File: src/rtl/imm_pipe_pkg.sv
// imm_pkg: shared select encodings, RISC-V opcode constants and skid-buffer
// state encoding for the imm_pipe immediate generator.
package imm_pkg;

  typedef enum logic [2:0] {
    IMM_I   = 3'b000,
    IMM_S   = 3'b001,
    IMM_B   = 3'b010,
    IMM_U   = 3'b011,
    IMM_J   = 3'b100,
    IMM_R   = 3'b101,
    IMM_Z   = 3'b110,
    IMM_ILL = 3'b111
  } imm_sel_t;

  localparam logic [6:0] OP_LOAD   = 7'b0000011;
  localparam logic [6:0] OP_IMM    = 7'b0010011;
  localparam logic [6:0] OP_JALR   = 7'b1100111;
  localparam logic [6:0] OP_SYSTEM = 7'b1110011;
  localparam logic [6:0] OP_STORE  = 7'b0100011;
  localparam logic [6:0] OP_BRANCH = 7'b1100011;
  localparam logic [6:0] OP_LUI    = 7'b0110111;
  localparam logic [6:0] OP_AUIPC  = 7'b0010111;
  localparam logic [6:0] OP_JAL    = 7'b1101111;
  localparam logic [6:0] OP_OP     = 7'b0110011;

  // Skid buffer occupancy:
  // state    | meaning
  // ST_EMPTY | no valid entry
  // ST_ONE   | main register M valid
  // ST_FULL  | M and skid register K valid
  typedef logic [1:0] imm_state_t;
  localparam imm_state_t ST_EMPTY = 2'd0;
  localparam imm_state_t ST_ONE   = 2'd1;
  localparam imm_state_t ST_FULL  = 2'd2;

endpackage

File: src/rtl/imm_pipe_lane.sv
// imm_lane: combinational immediate extraction for one instruction lane.
// With IMM_PIPE_DECODE_EN defined the format select comes from the opcode
// and the sel input is ignored; otherwise sel is used as given.
import imm_pkg::*;

module imm_lane #(
  parameter int XLEN = 32
) (
  input  logic [31:0]     instr,
  input  logic [2:0]      sel,
  input  logic            en,
  output logic [XLEN-1:0] imm,
  output logic            err
);

  imm_sel_t sel_eff;
  logic     s;

  assign s = instr[31];

`ifdef IMM_PIPE_DECODE_EN
  logic [2:0] unused_sel;
  assign unused_sel = sel;

  // Derive the format from the opcode; CSR-immediate forms have funct3[2] set.
  always_comb begin
    sel_eff = IMM_ILL;
    case (instr[6:0])
      OP_LOAD, OP_IMM, OP_JALR: sel_eff = IMM_I;
      OP_SYSTEM:                sel_eff = instr[14] ? IMM_Z : IMM_I;
      OP_STORE:                 sel_eff = IMM_S;
      OP_BRANCH:                sel_eff = IMM_B;
      OP_LUI, OP_AUIPC:         sel_eff = IMM_U;
      OP_JAL:                   sel_eff = IMM_J;
      OP_OP:                    sel_eff = IMM_R;
      default:                  sel_eff = IMM_ILL;
    endcase
  end
`else
  logic unused_opcode;
  assign unused_opcode = ^instr[6:0];
  assign sel_eff = imm_sel_t'(sel);
`endif

  // Assemble and extend the immediate; a disabled lane reports nothing.
  always_comb begin
    imm = '0;
    err = 1'b0;
    if (en) begin
      case (sel_eff)
        IMM_I:   imm = {{(XLEN-11){s}}, instr[30:20]};
        IMM_S:   imm = {{(XLEN-11){s}}, instr[30:25], instr[11:7]};
        IMM_B:   imm = {{(XLEN-12){s}}, instr[7], instr[30:25], instr[11:8], 1'b0};
        IMM_U:   imm = {{(XLEN-31){s}}, instr[30:12], 12'b0};
        IMM_J:   imm = {{(XLEN-20){s}}, instr[19:12], instr[20], instr[30:21], 1'b0};
        IMM_Z:   imm = {{(XLEN-5){1'b0}}, instr[19:15]};
        IMM_R:   imm = '0;
        default: err = 1'b1;
      endcase
    end
  end

endmodule

File: src/rtl/imm_pipe.sv
// imm_pipe: multi-lane immediate generator with a registered valid/ready
// output backed by a two-entry skid buffer (main M, skid K).
// Optional opcode-based select derivation: define IMM_PIPE_DECODE_EN.
import imm_pkg::*;

module imm_pipe #(
  parameter int XLEN  = 32,
  parameter int LANES = 2
) (
  input  logic                  clk,
  input  logic                  rst,
  input  logic                  flush,
  input  logic                  in_valid,
  output logic                  in_ready,
  input  logic [LANES*32-1:0]   in_instr,
  input  logic [LANES*3-1:0]    in_sel,
  input  logic [LANES-1:0]      in_lane_en,
  output logic                  out_valid,
  input  logic                  out_ready,
  output logic [LANES*XLEN-1:0] out_imm,
  output logic [LANES-1:0]      out_lane_en,
  output logic [LANES-1:0]      out_err
);

  logic [LANES*XLEN-1:0] new_imm;
  logic [LANES-1:0]      new_err;

  for (genvar g = 0; g < LANES; g++) begin : g_lane
    imm_lane #(.XLEN(XLEN)) u_lane (
      .instr (in_instr[g*32 +: 32]),
      .sel   (in_sel[g*3 +: 3]),
      .en    (in_lane_en[g]),
      .imm   (new_imm[g*XLEN +: XLEN]),
      .err   (new_err[g])
    );
  end

  imm_state_t            state;
  logic [LANES*XLEN-1:0] m_imm, k_imm;
  logic [LANES-1:0]      m_en, k_en, m_err, k_err;
  logic                  accept, drain;

  // Ready is a pure state decode so no path exists from out_ready.
  assign in_ready  = rst | (state != ST_FULL);
  assign out_valid = (state != ST_EMPTY);
  assign accept    = in_valid & in_ready;
  assign drain     = out_valid & out_ready;

  assign out_imm     = m_imm;
  assign out_lane_en = m_en;
  assign out_err     = m_err;

  // Skid FSM and storage; flush drops everything, including a same-cycle accept.
  always_ff @(posedge clk) begin
    if (rst) begin
      state <= ST_EMPTY;
      m_imm <= '0;
      m_en  <= '0;
      m_err <= '0;
      k_imm <= '0;
      k_en  <= '0;
      k_err <= '0;
    end else if (flush) begin
      state <= ST_EMPTY;
    end else begin
      case (state)
        ST_EMPTY: begin
          if (accept) begin
            m_imm <= new_imm;
            m_en  <= in_lane_en;
            m_err <= new_err;
            state <= ST_ONE;
          end
        end
        ST_ONE: begin
          if (accept && drain) begin
            m_imm <= new_imm;
            m_en  <= in_lane_en;
            m_err <= new_err;
          end else if (accept) begin
            k_imm <= new_imm;
            k_en  <= in_lane_en;
            k_err <= new_err;
            state <= ST_FULL;
          end else if (drain) begin
            state <= ST_EMPTY;
          end
        end
        ST_FULL: begin
          if (drain) begin
            m_imm <= k_imm;
            m_en  <= k_en;
            m_err <= k_err;
            state <= ST_ONE;
          end
        end
        default: state <= ST_EMPTY;
      endcase
    end
  end

endmodule

File: config.mk
export PLATFORM = sky130hd
export DESIGN_NAME = imm_pipe
export DESIGN_NICKNAME = d
export VERILOG_FILES = /design/src/rtl/imm_pipe_pkg.sv /design/src/rtl/imm_pipe_lane.sv /design/src/rtl/imm_pipe.sv
export SDC_FILE = /design/constraint.sdc
export NUM_CORES = 1
export LEC_CHECK = 0
export CAP_MARGIN = 20
export CORE_ASPECT_RATIO = 0.5
export CORE_UTILIZATION = 35
export DETAILED_ROUTE_END_ITERATION = 8
export GPL_ROUTABILITY_DRIVEN = 0
export GPL_TIMING_DRIVEN = 0
export SETUP_SLACK_MARGIN = 0.5
export SYNTH_ARGS = -nofsm -noshare
export SYNTH_HDL_FRONTEND = slang
export SYNTH_SLANG_ARGS = --single-unit
File: constraint.sdc
create_clock -name clk -period 2.2 [get_ports clk]
set_clock_uncertainty 0.05 [all_clocks]
set_input_delay 0.33 -clock clk [delete_from_list [all_inputs] [get_ports clk]]
set_output_delay 0.33 -clock clk [all_outputs]
set_load 0.1 [all_outputs]
# After elaboration in Yosys (flattened, before gate mapping)

Index checks and enable logic that the tools add are counted.

Flip-flop bits (word level): 138
Input bits: 77
Output and inout port bits: 70

Equality and inequality tests: 20
Multiplexer cells: 26
Bitwise logic cells: 5
Reductions and logical operators: 12

Operators by type and width:

| cell                                                                  | count |
|---|---|
| 32-bit case mux with 6 select lines                                   | 2 |
| 64-bit two-way mux                                                    | 3 |
| 64-bit case mux with 3 select lines                                   | 1 |
| 32-bit two-way mux                                                    | 2 |
| 2-bit two-way mux                                                     | 11 |
| 3-bit equality test, second input constant                            | 6 |
| 2-bit case mux with 3 select lines                                    | 3 |
| 7-bit OR reduction                                                    | 2 |
| 3-bit by 2-bit equality test with 1-bit output, second input constant | 4 |
| 2-bit != test, second input constant                                  | 5 |
| 4-bit AND reduction                                                   | 2 |
| 3-bit by 1-bit equality test with 1-bit output, second input constant | 2 |
| 3-bit logical NOT                                                     | 2 |
| 5-bit AND reduction                                                   | 1 |
| 1-bit two-way mux                                                     | 4 |
| 3-bit != test, second input constant                                  | 1 |
| 3-bit nonzero test                                                    | 1 |
| 1-bit AND                                                             | 2 |
| 2-bit by 1-bit equality test with 1-bit output, second input constant | 1 |
| 2-bit equality test, second input constant                            | 1 |
| 2-bit logical NOT                                                     | 1 |
| 1-bit inverter                                                        | 2 |
| 2-bit nonzero test                                                    | 1 |
| 2-bit OR reduction                                                    | 1 |
| other kinds (2)                                                       | 2 |

# Depth between registers and ports, before layout

Depth in word-level cells: 6
Mapped depth: 7
Gate-level depth less buffers: 4

# Cells and area by module

Synthesis repeated with hierarchy kept, for this count alone.

Cells, all modules: 928
Area, all modules: 7516.0 µm²

Modules (own cells, without submodules):

| module   | instances | cells an instance | area an instance (µm²) |
|---|---|---|---|
| imm_pipe | 1         | 706               | 6139.6 |
| imm_lane | 2         | 111               | 688.2 |

# Least setup slack after synthesis

OpenSTA, ideal clock, no wires.

Kind: flip-flop to output port
Start point: register state[0]
End point: output port in_ready
Data arrival time: 1.596 ns
Path slack: 0.224 ns
Stages on the path, launching flop included: 4
Buffers on the path: 1
Cell sequence: dfxtp_1 > and2b_2 > buf_2 > nand2b_1

Word-level cells in the longest chain between the ends: 2

Ends and longest elaborated chain:

| item                     | RTL line       | source |
|---|---|---|
| start: declaration       | imm_pipe.sv:38 | `imm_state_t state;` |
| start signal: assignment | imm_pipe.sv:56 | `state <= ST_EMPTY;` |
| start signal: assignment | imm_pipe.sv:64 | `state <= ST_EMPTY;` |
| start signal: assignment | imm_pipe.sv:72 | `state <= ST_ONE;` |
| 2-bit != test            | imm_pipe.sv:44 | `assign in_ready = rst \| (state != ST_FULL);` |
| 1-bit OR                 | imm_pipe.sv:44 |  |
| end: declaration         | imm_pipe.sv:14 | `output logic in_ready,` |

Every way passes these cells.

# Worst setup path after layout

Ends and elaborated chain as after synthesis.

==> results.toml <==
[worst_setup_path]
critPathMaxFanout = 7
crit_slowest_cell = "dfxtp_4"
r2r_slack_ns = 0.46
crit_path_start_kind = "register"
worst_ep_arrival_time_ns = 1.42
critPathCaptureType = "primary output"
crit_path_max_incr_delay_ns = 0.37
path_cells = "and2b_4 -> buf_8 -> nand2b_4 -> buf_12"
crit_type = "reg2out"
cp.required_ns = 1.82

[clocking]
numCtsBuffers = 17
cts_sinks = 138
clkTransAtPathRegs_ns = 0.06
clk-insertion-delay-late_ns = 0.43
cts_hold_buf = 0
cts_root_buf = "clkbuf_16"
cts_tree = "done"
clockBufferDepth = 2
ctsHtreeMaxLevel = 4

[power]
ir_worst_vdd_v = 0.000472
finalPower_mw = 7.38
leakage_nw = 4.05
powerDensity_mw_per_mm2 = 676

[routing]
dr.pass1.iters = 5
via_count = 7790
drc = 0
drt-total-wl_um = 27700
wl_per_cell_um = 20.8
ant_nets = 0
drtIter0Drc = 549
viasPerCell = 5.84

[placement]
postPlaceCellArea_mm2 = 0.00892
io_buffer_count = 130
pre_cts_ws_ns = -0.566
hpwl_um = 18700
placed_cells = 1261

[status]
status = "finished, final reports clean"

[layout]
fin_nets = 1133
stdcell_area_mm2 = 0.0109
stdcell_count = 1333
drive_gt1_share_pct = 38.6
regArea_mm2 = 0.00277
n_antenna_cell = 0
nFillCells = 1800
areaGrowthSynthToFinish_pct = 49.9
multiInputGateArea_mm2 = 0.00478

[floorplanning]
ios = 147
core-area_mm2 = 0.0199
die_h_um = 104
rows = 36
dieArea_mm2 = 0.0214
initial_core_util_pct = 36.6
die_w_um = 206

[grt]
grt_max_degree = 17
grtUsageTotal_pct = 24.2
first_global_vias = 7381
antenna_found_initial = 0
grt_pass1_wl_um = 40700
gr-total-overflow = 0

[logic_synthesis]
synth_nets = 942
synth_flop_cell = "dfxtp_1"
synth-edff-count = 0
synthArstFlopShare_pct = 0
synth_cells = 865
seq_area_frac_synth_pct = 37.9
synth_area_mm2 = 0.00728
synth.avg_cell_area_um2 = 8.42
ys_ff_latch = 138
ys.warnings.count = 0
synthDistinctLibCells = 52

[job]
maxCapViolCount = 0

[timing]
slew_headroom_pct = 43.1
holdWs_ns = 0.139
rsz0062_at_grt = "yes"
fin_crit_sh_pct = 82.0
hold_viol_final = 0
setup_slack_ns = 0.395
slew_violations = 0
period_needed_ns = 1.80
setup_viol = 0
worst_pin_slew_ns = 0.853
fmax_mhz = 554

[hold_path]
hp-class = "in2reg"
[worst max-delay path: cells and delay by family, from the launching register on]
family / cells / cell delay [ns]
DFF: 1 / 0.37
buffers and inverters: 2 / 0.28
and+or+nand+nor: 2 / 0.35
[cell families after synthesis]
logic type                 synth area share, %
muxes                                    0.412
buffers and inverters                     9.76
AOI/OAI and AO/OA                         26.7
DFF                                       37.9
adders and majority gates                0.275
and+or+nand+nor                           24.6
xor gates and xnor gates                 0.241
[layer usage]
| metal | up-vias | wire length (µm) | share of wire [%] | track usage, % |
|---|---|---|---|---|
| met4 | 0 | 591 | 2.1 | 8.98 |
| met3 | 51 | 1930 | 7.0 | 4.20 |
| met1 | 3815 | 12600 | 45 | 33.9 |
| met5 | - | 0 | 0 | 0 |
| li1 | 3589 | - | - | - |
| met2 | 335 | 12600 | 45 | 37.0 |
[power breakdown]
part	internal, mW	total [mW]	switching [mW]
clock	1.77	2.92	1.15
combinational	0.524	1.83	1.31
sequential	2.59	2.63	0.0451
[through the flow]
stage | util (%) | setup TNS [ns]
after floorplan | - | 0
after global placement | 44.8 | -40.14
after detailed placement | 44.8 | -44.04
after CTS | 50.2 | 0
after global routing | 54.8 | 0
final | 54.8 | 0
[final timing paths]
| kind | depth (start not counted) | start | endpoint |
|---|---|---|---|
| max | 4 | state[0] | in_ready |
| min | 2 | out_ready | state[1] |
| min reg2reg | 2 | k_imm[45] | k_imm[45] |
| max reg2reg | 5 | state[0] | out_err[0] |
[registers in the layout, summed over array words and instances (netlist names)]
register,flops
out_imm,64
out_lane_en,2
k_en,2
out_err,2
state,2
k_imm,64
k_err,2
[cells in the mapped netlist (all sizes together), types with 13 or more instances]
library cell    n  area, µm²
a22oi          42        315
nand4b         42        368
o21ai          42        210
or2            63        394
clkbuf         54        205
dfxtp         138       2760
nor2           53        201
nand3          13       65.1
buf            39        209
inv            78        293
a21oi          36        180
or3b           14        123
a211oi         58        445
nand2          30        120
a221oi         62        543
[placed cells by master (no fill, tap or decap), drive strengths merged, types with 3 or more instances in the layout]
| master | instances |
|---|---|
| buf | 143 |
| dfxtp | 138 |
| inv | 79 |
| clkbuf | 70 |
| or2 | 63 |
| a221oi | 62 |
| a211oi | 58 |
| nor2 | 53 |
| clkdlybuf4s50 | 50 |
| nand4b | 42 |
| a22oi | 42 |
| o21ai | 42 |
| a21oi | 36 |
| nand2 | 31 |
| or3b | 14 |
| nand3 | 13 |
| or4bb | 12 |
| nand4 | 12 |
| clkdlybuf4s18 | 11 |
| nand2b | 11 |
| o311ai | 10 |
| nor3 | 9 |
| dlygate4sd2 | 7 |
| clkinv | 7 |
| a31o | 6 |
| nor2b | 6 |
| and3 | 4 |
| a2111oi | 4 |
| mux2i | 3 |
| bufinv | 3 |
[timing repair]
item                                    4_1_cts  5_1_grt
resized for setup                           455      257
endpoints found under the setup margin      204      178
buffers inserted                             12       19
pin swaps                                    12       93
cloned                                        1       10
[cell type report]
cell class	instances	area share [%]
well taps	266	3.05
flip-flops and latches	138	25.4
plain buffers	93	6.11
clock inverters	12	1.39
repair buffers	171	13.6
clock buffers	18	3.93
inverters	79	2.73
multi-input cells	556	43.8
Note: power is estimated with default switching activity, not from simulation.
